### src/rtl/uart_rx_core.sv
// 8N1 UART receiver: 2-FF synchronised RX, start-bit centring, LSB-first deserialiser.
// Emits a one-cycle Done strobe with the byte on Received_DATA; framing errors are dropped.
module uart_rx_core #(
    parameter int CLKS_PER_BIT = 439,
    parameter int DATA_WIDTH   = 8
) (
    input  logic                  clk,
    input  logic                  rst,
    input  logic                  RX,
    output logic                  Done,
    output logic [DATA_WIDTH-1:0] Received_DATA
);

    localparam int HALF_BIT = CLKS_PER_BIT / 2;
    localparam int CW       = $clog2(CLKS_PER_BIT);
    localparam int BW       = $clog2(DATA_WIDTH + 1);

    localparam logic [CW-1:0] HALF_LAST = CW'(HALF_BIT - 1);
    localparam logic [CW-1:0] BIT_LAST  = CW'(CLKS_PER_BIT - 1);
    localparam logic [BW-1:0] LAST_BIT  = BW'(DATA_WIDTH - 1);

    typedef enum logic [1:0] {
        S_IDLE  = 2'd0,
        S_START = 2'd1,
        S_DATA  = 2'd2,
        S_STOP  = 2'd3
    } state_t;

    state_t                state_q, state_d;
    logic                  rx_meta_q, rx_s_q;
    logic [CW-1:0]         half_cnt_q, half_cnt_d;
    logic [CW-1:0]         clk_cnt_q, clk_cnt_d;
    logic [BW-1:0]         frame_cnt_q, frame_cnt_d;
    logic [DATA_WIDTH-1:0] shift_q, shift_d;
    logic [DATA_WIDTH-1:0] data_q, data_d;
    logic                  done_q, done_d;
    logic                  armed_q, armed_d;

    always_ff @(posedge clk or negedge rst) begin
        if (!rst) begin
            rx_meta_q <= 1'b1;
            rx_s_q    <= 1'b1;
        end else begin
            rx_meta_q <= RX;
            rx_s_q    <= rx_meta_q;
        end
    end

    always_ff @(posedge clk or negedge rst) begin
        if (!rst) begin
            state_q     <= S_IDLE;
            half_cnt_q  <= '0;
            clk_cnt_q   <= '0;
            frame_cnt_q <= '0;
            shift_q     <= '0;
            data_q      <= '0;
            done_q      <= 1'b0;
            armed_q     <= 1'b1;
        end else begin
            state_q     <= state_d;
            half_cnt_q  <= half_cnt_d;
            clk_cnt_q   <= clk_cnt_d;
            frame_cnt_q <= frame_cnt_d;
            shift_q     <= shift_d;
            data_q      <= data_d;
            done_q      <= done_d;
            armed_q     <= armed_d;
        end
    end

    always_comb begin
        state_d     = state_q;
        half_cnt_d  = half_cnt_q;
        clk_cnt_d   = clk_cnt_q;
        frame_cnt_d = frame_cnt_q;
        shift_d     = shift_q;
        data_d      = data_q;
        done_d      = 1'b0;
        // After a framing error the line must go high again before a new start is accepted.
        armed_d     = armed_q | rx_s_q;

        unique case (state_q)
            S_IDLE: begin
                half_cnt_d  = '0;
                clk_cnt_d   = '0;
                frame_cnt_d = '0;
                if (armed_q && !rx_s_q) begin
                    state_d = S_START;
                end
            end
            S_START: begin
                if (half_cnt_q == HALF_LAST) begin
                    half_cnt_d = '0;
                    if (!rx_s_q) begin
                        state_d     = S_DATA;
                        shift_d     = '0;
                        frame_cnt_d = '0;
                        clk_cnt_d   = '0;
                    end else begin
                        state_d = S_IDLE;
                    end
                end else begin
                    half_cnt_d = half_cnt_q + CW'(1);
                end
            end
            S_DATA: begin
                if (clk_cnt_q == BIT_LAST) begin
                    clk_cnt_d   = '0;
                    shift_d     = {rx_s_q, shift_q[DATA_WIDTH-1:1]};
                    frame_cnt_d = frame_cnt_q + BW'(1);
                    if (frame_cnt_q == LAST_BIT) begin
                        state_d = S_STOP;
                    end
                end else begin
                    clk_cnt_d = clk_cnt_q + CW'(1);
                end
            end
            S_STOP: begin
                if (clk_cnt_q == BIT_LAST) begin
                    clk_cnt_d = '0;
                    state_d   = S_IDLE;
                    if (rx_s_q) begin
                        data_d = shift_q;
                        done_d = 1'b1;
                    end else begin
                        armed_d = 1'b0;
                    end
                end else begin
                    clk_cnt_d = clk_cnt_q + CW'(1);
                end
            end
            default: state_d = S_IDLE;
        endcase
    end

    assign Done          = done_q;
    assign Received_DATA = data_q;

endmodule

### config.mk
export PLATFORM = sky130hd
export DESIGN_NAME = uart_rx_core
export DESIGN_NICKNAME = d
export VERILOG_FILES = /design/src/rtl/uart_rx_core.sv
export SDC_FILE = /design/constraint.sdc
export NUM_CORES = 1
export LEC_CHECK = 0
export CAP_MARGIN = 15
export CORE_ASPECT_RATIO = 1.75
export CORE_MARGIN = 1
export CORE_UTILIZATION = 44
export CTS_CLUSTER_DIAMETER = 30
export DETAILED_ROUTE_END_ITERATION = 16
export MAX_ROUTING_LAYER = met4
export PLACE_DENSITY_LB_ADDON = 0.05
export SLEW_MARGIN = 20
export SYNTH_ARGS = -nofsm -noshare
export SYNTH_HDL_FRONTEND = slang
export SYNTH_SLANG_ARGS = --single-unit
### constraint.sdc
create_clock -name clk -period 3.8 [get_ports clk]
set_clock_uncertainty 0.1 [all_clocks]
set_input_delay 0.76 -clock clk [delete_from_list [all_inputs] [get_ports clk]]
set_output_delay 0.76 -clock clk [all_outputs]
set_load 0.005 [all_outputs]
==> flow_metrics.tcl <==
set metrics [dict create \
    drt_iter0_drc 61 \
    dieArea_mm2 0.005356 \
    endpoint_kind "flip-flop" \
    dp_hpwl_mm 3.085 \
    ys_types 51 \
    postSynth.asyncResetShare 1.000 \
    vias_per_cell 6.177 \
    cp.required_ns 3.89 \
    num_rows 33 \
    postLayoutSetupSlackWorst_ns 1.306 \
    drc 0 \
    postRouteAntennaNets 0 \
    htree_levels 2 \
    cts_buffers 5 \
    drive_gt1_frac 0.1058 \
    syn2layout_area_growth_pct 12.15 \
    cts_buffer_depth 2 \
    worst_setup_path_start_kind "flip-flop" \
    tns_ns 0 \
    io_pins 12 \
    swShare 0.2956 \
    hold_buffers 0 \
    worst_pin_slew_ns 0.7274 \
    rsz0062_at_grt "no" \
    ys_seq_area_frac 0.4966 \
    p_clk_frac 0.376 \
    die_w_um 55.75 \
    slew_viol_final 0 \
    hold_violations 0 \
    clock_latency_ns 0.30 \
    dp_slack_ns 1.302 \
    cts_setup_buffers 0 \
    overflow 0 \
    syn_area_mm2 0.002225 \
    grt_max_degree 45 \
    clkSlewWorstSetupHoldPaths_ns 0.08 \
    routedWlPerCell_um 17.50 \
    dominantRegCellSynth "dfrtp_1" \
    total_power_w 0.001312 \
    syn-mean-instance-area_um2 11.18 \
    critPathKind "reg -> reg" \
    min_path_type "reg -> reg" \
    io_buffers 11 \
    outcome "finished, final reports clean" \
    p_comb_frac 0.155 \
    grt_first_pass_wirelength_mm 7.355 \
    arrival_ns 2.58 \
    fp.dieH_um 96.07 \
    maxSlewHeadroom 0.5124 \
    syn_nets 207 \
    first_global_vias 1535 \
    wl_mm 4.551 \
    clock_sinks 44 \
    pwr_density_cell_mw_per_mm2 525.8 \
    p_int_w 0.0009241 \
    critPathMaxFanout 20 \
    core_area_mm2 0.004790 \
    grt_antenna_before_repair 0 \
    vias 1606 \
    drv_cap 0 \
    fill_cells 436 \
    layout_min_cycle_time_ns 2.494 \
    drtPass1Iterations 4 \
    cts_tree "done" \
    gp_congestion 0.8397 \
    finalSetupViolCount 0 \
    p_switching_w 0.0003878 \
    synth_edf_count 0 \
    ys_seq_elements 44 \
    fmax_mhz 401.0 \
    n_antenna_cell 0 \
    max-vdd-ir-drop_v 0.0003758 \
    syn_inst 199 \
    clock-root-buffer "clkbuf_8" \
    nNetsFinal 215 \
    seqPwrFrac 0.469 \
    ys.warnings.count 0 \
    final_core_util 0.5209 \
    p_leak_nw 1.116 \
    min_period_over_period 0.6563 \
    cts.repair.resized 0 \
    grt_use_total 0.1884 \
    start_util 0.4645 \
]
## area by class of cell
class,count,area (um^2),area share
tap,52,65.06,0.02608
inverter,5,18.77,0.007523
timing repair buffer,11,107.6,0.04313
clock buffer,5,68.82,0.02758
multi-input combinational,140,1040,0.4168
clock inverter,3,90.09,0.03611
sequential,44,1105,0.4428
## metal layers
metal | track usage | part of all wire
met5 | - | 0
met4 | 0.1083 | 0.034
met3 | 0.03226 | 0.020
met2 | 0.3223 | 0.52
met1 | 0.2068 | 0.43
## state kept, by name, summed over array words and instances, names as in the netlist, named ones only
name,cells
Received_DATA,8
state_q,1
rx_s_q,1
frame_cnt_q,4
half_cnt_q,9
armed_q,1
shift_q,8
Done,1
clk_cnt_q,9
rx_meta_q,1
## stage by stage
stage / area (um^2) / std cells / hold WS, ns
4_1_cts: 2492 / 260 / 0.2652
6_report: 2495 / 260 / 0.2664
2_1_floorplan: 2225 / 199 / 0.2452
3_5_place_dp: 2333 / 252 / 0.2532
3_3_place_gp: 2333 / 252 / 0.2488
5_1_grt: 2495 / 260 / 0.2697
## worst max-delay path, cell delays in order (launching register included)
cell and delay, ns:
dfrtp_1 0.74, clkinv_1 0.65, nor3_1 0.47, o21bai_4 0.14
a22o_1 0.27
## path summary, 6_finish.rpt
check / startpoint / end / slack [ns] / cells past startpoint
worst max-delay path: flip-flop / shift_q[7] / 1.31 / 4
worst min register to register: rx_meta_q / rx_s_q / 0.27 / 0
worst max register to register: flip-flop / shift_q[7] / 1.31 / 4
max in group asynchronous: rst / rx_meta_q / 2.86 / 1
worst min-delay path: rx_meta_q / rx_s_q / 0.27 / 0
min in group asynchronous: rst / half_cnt_q[6] / 0.34 / 1
## cells in the mapped netlist, types with 5 or more instances
cell type  count  area, um^2
a21oi_1        6       30.03
a22o_1         5       43.79
a22oi_1        7       52.55
nand2_1       18       67.56
dfrtp_1       41        1026
a31oi_1        6       37.54
o21ai_0       10       50.05
o2bb2ai_1      7       61.31
nand3_1       10       50.05
ha_1           5       62.56
mux2_1         9       101.4
## cells in the final DEF, fill, tap and decap left out, types with 4 or more instances in the layout
cell	count
a31oi_1	6
a22o_1	5
inv_1	4
a21oi_1	6
nand3_1	10
nand2b_1	4
ha_1	5
dfrtp_1	41
nand2_1	18
clkbuf_8	5
a21o_1	4
mux2_1	9
clkdlybuf4s50_1	10
a22oi_1	7
o21ai_0	10
o2bb2ai_1	7
## cells by family after synthesis
kind of cell,synth area share
and+or+nand+nor,0.1682
DFF,0.4966
AOI/OAI and AO/OA,0.2081
xor gates and xnor gates,0.003938
adders and majority gates,0.02812
muxes,0.05906
buffers and inverters,0.03599
## power by group through the flow
stage / clock [W] / combinational [W] / sequential [W]
global placement: 0 / 0.000199 / 0.000620
CTS: 0.000503 / 0.000209 / 0.000616
finish: 0.000493 / 0.000204 / 0.000615
detailed placement: 0 / 0.000208 / 0.000624
global route: 0.000523 / 0.000229 / 0.000628
floorplan: 0 / 0.000217 / 0.000559
Note: power is estimated with default switching activity, not from simulation.
